[src/rtl/tm1638_serial_engine.sv]
// Bit-level TM1638 bus master: streams the segment/LED frame over STB/CLK/DIO and reads back
// the eight keys, repeating frame after frame for as long as it is out of reset.
module tm1638_serial_engine #(
    parameter int unsigned CLK_MHZ    = 25,
    parameter int unsigned SIO_KHZ    = 1000,
    parameter int unsigned BRIGHTNESS = 7
) (
    input  logic        clk,
    input  logic        rst_n,
    input  logic [63:0] seg_frame,
    input  logic [7:0]  led,
    output logic [7:0]  keys,
    output logic        keys_valid,
    output logic        frame_done,
    output logic        sio_clk,
    output logic        sio_stb,
    input  logic        sio_data_in,
    output logic        sio_data_out,
    output logic        sio_data_out_en
);

    localparam int unsigned HALF  = (CLK_MHZ * 1000) / (2 * SIO_KHZ);
    localparam int unsigned DIV_W = (HALF > 1) ? $clog2(HALF) : 1;

    localparam logic [7:0] CMD_MODE = 8'h40;
    localparam logic [7:0] CMD_ADDR = 8'hC0;
    localparam logic [7:0] CMD_DISP = 8'h88 | 8'(BRIGHTNESS & 32'd7);
    localparam logic [7:0] CMD_READ = 8'h42;

    generate
        if (HALF < 1) begin : g_half_chk
            $error("tm1638_serial_engine: serial half-period must be at least one clk cycle");
        end
    endgenerate

    typedef enum logic [2:0] {
        S_IDLE,
        S_W_MODE,
        S_W_DATA,
        S_W_DISP,
        S_R_CMD,
        S_TWAIT,
        S_R_KEYS,
        S_GAP
    } state_t;

    state_t           state, state_n;
    state_t           ret_state, ret_n;
    logic [DIV_W-1:0] div_cnt;
    logic             tick_c;
    logic [2:0]       bit_cnt, bit_n;
    logic [4:0]       byte_cnt, byte_n;
    logic             phase, phase_n;
    logic [1:0]       aux_cnt, aux_n;
    logic [63:0]      seg_sh, seg_sh_n;
    logic [7:0]       led_sh, led_sh_n;
    logic [7:0]       key_sh, key_sh_n;
    logic [7:0]       keys_n;
    logic             kv_n, fd_n;
    logic             sclk_n, stb_n, dout_n, oen_n;
    logic [2:0]       digit_c;
    logic [7:0]       tx_byte_c;
    logic             last_byte_c;

    // Half-period divider; every bus output moves only on tick_c.
    assign tick_c = (div_cnt == DIV_W'(HALF - 1));

    always_ff @(posedge clk) begin
        if (!rst_n) begin
            div_cnt <= '0;
        end else if (tick_c) begin
            div_cnt <= '0;
        end else begin
            div_cnt <= div_cnt + DIV_W'(1);
        end
    end

    // Byte being shifted out in the current write phase (data bytes alternate segment / LED).
    always_comb begin
        digit_c     = 3'((byte_cnt - 5'd1) >> 1);
        tx_byte_c   = CMD_MODE;
        last_byte_c = 1'b1;
        case (state)
            S_W_DATA: begin
                last_byte_c = (byte_cnt == 5'd16);
                if (byte_cnt == 5'd0) begin
                    tx_byte_c = CMD_ADDR;
                end else if (byte_cnt[0]) begin
                    tx_byte_c = seg_sh[{digit_c, 3'b000} +: 8];
                end else begin
                    tx_byte_c = {7'b0, led_sh[digit_c]};
                end
            end
            S_W_DISP: tx_byte_c = CMD_DISP;
            S_R_CMD:  tx_byte_c = CMD_READ;
            default:  tx_byte_c = CMD_MODE;
        endcase
    end

    always_ff @(posedge clk) begin
        if (!rst_n) begin
            state           <= S_IDLE;
            ret_state       <= S_IDLE;
            bit_cnt         <= '0;
            byte_cnt        <= '0;
            phase           <= 1'b0;
            aux_cnt         <= '0;
            seg_sh          <= '0;
            led_sh          <= '0;
            key_sh          <= '0;
            keys            <= '0;
            keys_valid      <= 1'b0;
            frame_done      <= 1'b0;
            sio_clk         <= 1'b1;
            sio_stb         <= 1'b1;
            sio_data_out    <= 1'b0;
            sio_data_out_en <= 1'b0;
        end else begin
            state           <= state_n;
            ret_state       <= ret_n;
            bit_cnt         <= bit_n;
            byte_cnt        <= byte_n;
            phase           <= phase_n;
            aux_cnt         <= aux_n;
            seg_sh          <= seg_sh_n;
            led_sh          <= led_sh_n;
            key_sh          <= key_sh_n;
            keys            <= keys_n;
            keys_valid      <= kv_n;
            frame_done      <= fd_n;
            sio_clk         <= sclk_n;
            sio_stb         <= stb_n;
            sio_data_out    <= dout_n;
            sio_data_out_en <= oen_n;
        end
    end

    // Frame sequencer: phase 0 = clock low + data setup, phase 1 = clock high (sample edge).
    always_comb begin
        state_n  = state;
        ret_n    = ret_state;
        bit_n    = bit_cnt;
        byte_n   = byte_cnt;
        phase_n  = phase;
        aux_n    = aux_cnt;
        seg_sh_n = seg_sh;
        led_sh_n = led_sh;
        key_sh_n = key_sh;
        keys_n   = keys;
        kv_n     = 1'b0;
        fd_n     = 1'b0;
        sclk_n   = sio_clk;
        stb_n    = sio_stb;
        dout_n   = sio_data_out;
        oen_n    = sio_data_out_en;

        if (tick_c) begin
            case (state)
                S_IDLE: begin
                    seg_sh_n = seg_frame;
                    led_sh_n = led;
                    stb_n    = 1'b0;
                    bit_n    = '0;
                    byte_n   = '0;
                    phase_n  = 1'b0;
                    state_n  = S_W_MODE;
                end
                S_W_MODE, S_W_DATA, S_W_DISP, S_R_CMD: begin
                    if (!phase) begin
                        sclk_n  = 1'b0;
                        dout_n  = tx_byte_c[bit_cnt];
                        oen_n   = 1'b1;
                        phase_n = 1'b1;
                    end else begin
                        sclk_n  = 1'b1;
                        phase_n = 1'b0;
                        bit_n   = bit_cnt + 3'd1;
                        if (bit_cnt == 3'd7) begin
                            byte_n = byte_cnt + 5'd1;
                            if (last_byte_c) begin
                                byte_n  = '0;
                                aux_n   = '0;
                                state_n = S_GAP;
                                case (state)
                                    S_W_MODE: ret_n   = S_W_DATA;
                                    S_W_DATA: ret_n   = S_W_DISP;
                                    S_W_DISP: ret_n   = S_R_CMD;
                                    default:  state_n = S_TWAIT;
                                endcase
                            end
                        end
                    end
                end
                S_TWAIT: begin
                    sclk_n = 1'b1;
                    oen_n  = 1'b0;
                    if (aux_cnt == 2'd1) begin
                        aux_n   = '0;
                        bit_n   = '0;
                        byte_n  = '0;
                        phase_n = 1'b0;
                        state_n = S_R_KEYS;
                    end else begin
                        aux_n = aux_cnt + 2'd1;
                    end
                end
                S_R_KEYS: begin
                    if (!phase) begin
                        sclk_n  = 1'b0;
                        phase_n = 1'b1;
                    end else begin
                        sclk_n  = 1'b1;
                        phase_n = 1'b0;
                        bit_n   = bit_cnt + 3'd1;
                        if (bit_cnt == 3'd0) key_sh_n[{byte_cnt[1:0], 1'b0}] = sio_data_in;
                        if (bit_cnt == 3'd4) key_sh_n[{byte_cnt[1:0], 1'b1}] = sio_data_in;
                        if (bit_cnt == 3'd7) begin
                            byte_n = byte_cnt + 5'd1;
                            if (byte_cnt == 5'd3) begin
                                byte_n  = '0;
                                aux_n   = '0;
                                ret_n   = S_IDLE;
                                state_n = S_GAP;
                            end
                        end
                    end
                end
                S_GAP: begin
                    // Tick 0 raises STB; STB falls again two ticks later (the IDLE tick ends a frame).
                    aux_n = aux_cnt + 2'd1;
                    if (aux_cnt == 2'd0) begin
                        stb_n = 1'b1;
                        if (ret_state == S_IDLE) begin
                            keys_n = key_sh;
                            kv_n   = 1'b1;
                        end
                    end else if (ret_state == S_IDLE) begin
                        aux_n   = '0;
                        fd_n    = 1'b1;
                        state_n = S_IDLE;
                    end else if (aux_cnt == 2'd2) begin
                        aux_n   = '0;
                        stb_n   = 1'b0;
                        bit_n   = '0;
                        byte_n  = '0;
                        phase_n = 1'b0;
                        state_n = ret_state;
                    end
                end
                default: state_n = S_IDLE;
            endcase
        end
    end

endmodule
[config.mk]
export PLATFORM = sky130hd
export DESIGN_NAME = tm1638_serial_engine
export DESIGN_NICKNAME = d
export VERILOG_FILES = /design/src/rtl/tm1638_serial_engine.sv
export SDC_FILE = /design/constraint.sdc
export NUM_CORES = 1
export LEC_CHECK = 0
export CAP_MARGIN = 20
export CORE_MARGIN = 3
export CORE_UTILIZATION = 25
export DETAILED_ROUTE_END_ITERATION = 8
export PLACE_DENSITY_LB_ADDON = 0.15
export SLEW_MARGIN = 20
export SYNTH_ARGS = -nofsm -noshare
export SYNTH_HDL_FRONTEND = slang
export SYNTH_SLANG_ARGS = --single-unit
[constraint.sdc]
create_clock -name clk -period 2.5 [get_ports clk]
set_clock_uncertainty 0.05 [all_clocks]
set_input_delay 0.625 -clock clk [delete_from_list [all_inputs] [get_ports clk]]
set_output_delay 0.625 -clock clk [all_outputs]
set_load 0.05 [all_outputs]
==> results.md <==
* Status: complete, no violations
* Area Growth Syn to Fin at 37.2%
* Worst Path Arrival at 2640 ps
* CP bufs+invs at 2
* DRC viols at 0
* Synthesized area at 5440 um2
* CP endpoint kind: register
* Root Driver: clkbuf_16
* Mean post-synth cell area at 8.29 um2
* Number of buffers created by CTS at 17
* CP Launch Type: register
* CTS tree: done
* Power Internal at 3.61 mW
* Simple-gate share of the synthesized area at 23.0%
* Top cells by area, synth: dfxtp_1 (42%), nand2_1 (13%), a21oi_1 (8.5%)
* P_sw at 0.947 mW
* Family with the most delay on the worst path: compound AO/OA/AOI/OAI gates
* Initial antenna violation count at 0
* # clock sinks at 115
* Synth Instances at 656
* Tightest Pin Transition at 731 ps
* Reg2reg setup slack at 110 ps
* Async S/R FF share, synth at 0%
* Vias per std cell at 4.71
* Detail Route Antenna Nets at 0
* Adder-Cell Fraction of Synth Area at 2.99%
* Max H-tree Level at 4
* Final hold violation count at 0
* Max-Cap Viols at 0
* ANT cells at 0
* Clock share of power at 55.4%
* Placeable Area at 21,200 um2
* Reg clk slew, reported paths at 60 ps
* Crit path largest cell delay at 510 ps
* Drt pass-1 iters at 6
* Layout cells sized above 1 at 12.9%
* I/O pin total at 89
* Final Cycle Share at 95.4%
* PortBufs at 88
* Fraction of the yosys area taken by sequential cells at 42.4%
* Drt total wl at 15.3 mm
* Die span in x at 153 um
* Largest net degree at the start of global routing at 73
* Row count at 53
* Mux cell area share after synthesis at 10.3%
* Cells along the critical path: inv_2 > ha_4 > xor2_4 > buf_12 > mux4_2 > a311oi_2 > a32o_1 > o221ai_2 > o221a_1
* Clk buf depth at 2
* Slew Limit Headroom at 50.6%
* Sequential Power Share at 40.6%
* Final nets at 843
* RSZ-0062 raised after global routing: false
* Leak at 2.54 nW
* P per Cell Area at 612 nW/um2
* Die area at 23,500 um2
* Clock latency on the worst-skew pair at 420 ps
* Synth warn at 0
* Worst endpoint required time at 2750 ps
* Complex-gate fraction of the synthesized area at 15.3%
* # setup viols final at 0
* Global route total overflow at 0
* Top_reg_cell synth: dfxtp_1
* Post-layout min period at 2390 ps
* All-Layer GR Usage at 13.1%
* Kind of path behind the tightest hold check: reg -> reg
* Achievable Freq at 419 MHz
* Most common cell in the synthesized netlist: nand2_1
* TNS Setup at 0 ps
* XOR/XNOR Fraction of Synth Area at 1.80%
* Sw Share at 20.8%
* Area leader, netlist: dfxtp_1
* Synth cell types at 63
* Fillers at 2,194
* Critical path peak fanout at 12
* Crit Path Class: reg -> reg
* Max Slew Vio Count at 0
* Routed len/inst at 14.7 um
* Combinational power share at 4.0%
* FF+latch count, synth at 115
* EDFF count, synth at 0
* Dpl hpwl at 11.3 mm
* Synthesized Nets at 744
* Synth cell count leaders: nand2_1 (189), dfxtp_1 (115), a21oi_1 (92)
* Slowest CP cell: mux4_2
* Vias in the first global route at 4,903
* Chip Height at 153 um
* Final Wtd Congestion at 0.881
* Yosys top cell area share at 42.4%
* Largest family of logic cells by synthesized area: simple AND/OR/NAND/NOR gates
* Hold slack at 402 ps
* Via count at 4,917
* Worst vdd ir at 0.379 mV
* DRT iter0 DRCs at 346
* Global-route wire length before repair at 25.1 mm
* Initial Utilization at 25.6%
[power groups by stage]
stage          logic (mW)  registers (mW)  clock network, mW
3_3_place_gp        0.182            1.89                  0
3_5_place_dp        0.183            1.89                  0
4_1_cts             0.184            1.85               2.59
2_1_floorplan      0.0468            1.89                  0
6_report            0.183            1.85               2.53
5_1_grt             0.198            1.85               2.67
[final timing paths]
path / start / depth (start not counted) / end
setup / recovery: byte_cnt[0]$_SDFFE_PN0P_ / 9 / sio_data_out$_SDFFE_PN0P_
hold / removal: seg_sh[44]$_SDFFE_PN0P_ / 2 / seg_sh[44]$_SDFFE_PN0P_
setup reg to reg: byte_cnt[0]$_SDFFE_PN0P_ / 9 / sio_data_out$_SDFFE_PN0P_
hold reg to reg: seg_sh[44]$_SDFFE_PN0P_ / 2 / seg_sh[44]$_SDFFE_PN0P_
[state kept, by name, indices dropped and copies added (netlist names)]
signal,cells
bit_cnt,3
key_sh,8
ret_state,3
div_cnt,4
frame_done,1
state,3
sio_stb,1
byte_cnt,5
seg_sh,64
led_sh,8
sio_clk,1
keys,8
phase,1
aux_cnt,2
keys_valid,1
sio_data_out_en,1
sio_data_out,1
[tightest hold or removal path, cell delays in order (launching register included)]
cell and delay [ps]:
dfxtp_1 300, nand2_1 50, a21oi_1 50
[cell type report]
class / instances / area, um2 / share of cell area, %
Tap cell: 275 / 344 / 4.62
Timing Repair Buffer: 125 / 1200 / 16.1
Clock buffer: 21 / 470 / 6.31
Sequential cell: 115 / 2300 / 30.9
Clock inverter: 11 / 151 / 2.03
Multi-Input combinational cell: 484 / 2940 / 39.4
Inverter: 12 / 45.0 / 0.604
[layout by cell type, fill, tap and decap left out, types with 13 or more instances in the layout]
cell             count
nand2_1            188
dfxtp_1            114
a21oi_1             92
clkdlybuf4s50_1     88
nor2_1              33
buf_4               33
mux2i_1             22
clkbuf_16           17
nand3_1             16
nor3_1              13
[kinds of logic after synthesis]
| group | count (synthesis) |
|---|---|
| AOI/OAI and AO/OA | 137 |
| and+or+nand+nor | 287 |
| adders and majority gates | 13 |
| xor gates and xnor gates | 9 |
| DFF | 115 |
| buffers and inverters | 57 |
| muxes | 38 |
[metal layers]
layer / track usage (%) / part of all wire [%] / vias to the layer above
li1: - / - / 2483
met1: 17.4 / 48 / 2307
met2: 20.8 / 46 / 115
met3: 3.26 / 4.6 / 12
met4: 4.50 / 1.2 / 0
met5: 0 / 0 / -
[what timing repair did]
action,in CTS,in global routing
setup buffers,0,3
endpoints found under the setup margin,0,2
gates resized for setup,0,6
hold buffers,0,0
[stage by stage]
stage	instance area, um2	power (mW)	instances	worst slack (ps)	utilization, %
after detailed placement	6770	2.07	1007	56.7	31.9
after floorplan	5450	1.93	656	8.80	-
after CTS	7390	4.62	1039	28.1	34.8
after global routing	7450	4.71	1043	0.888	35.1
final	7450	4.56	1043	114	35.1
after global placement	6770	2.07	1007	94.6	31.9
Power figures use the tool's default switching activity.
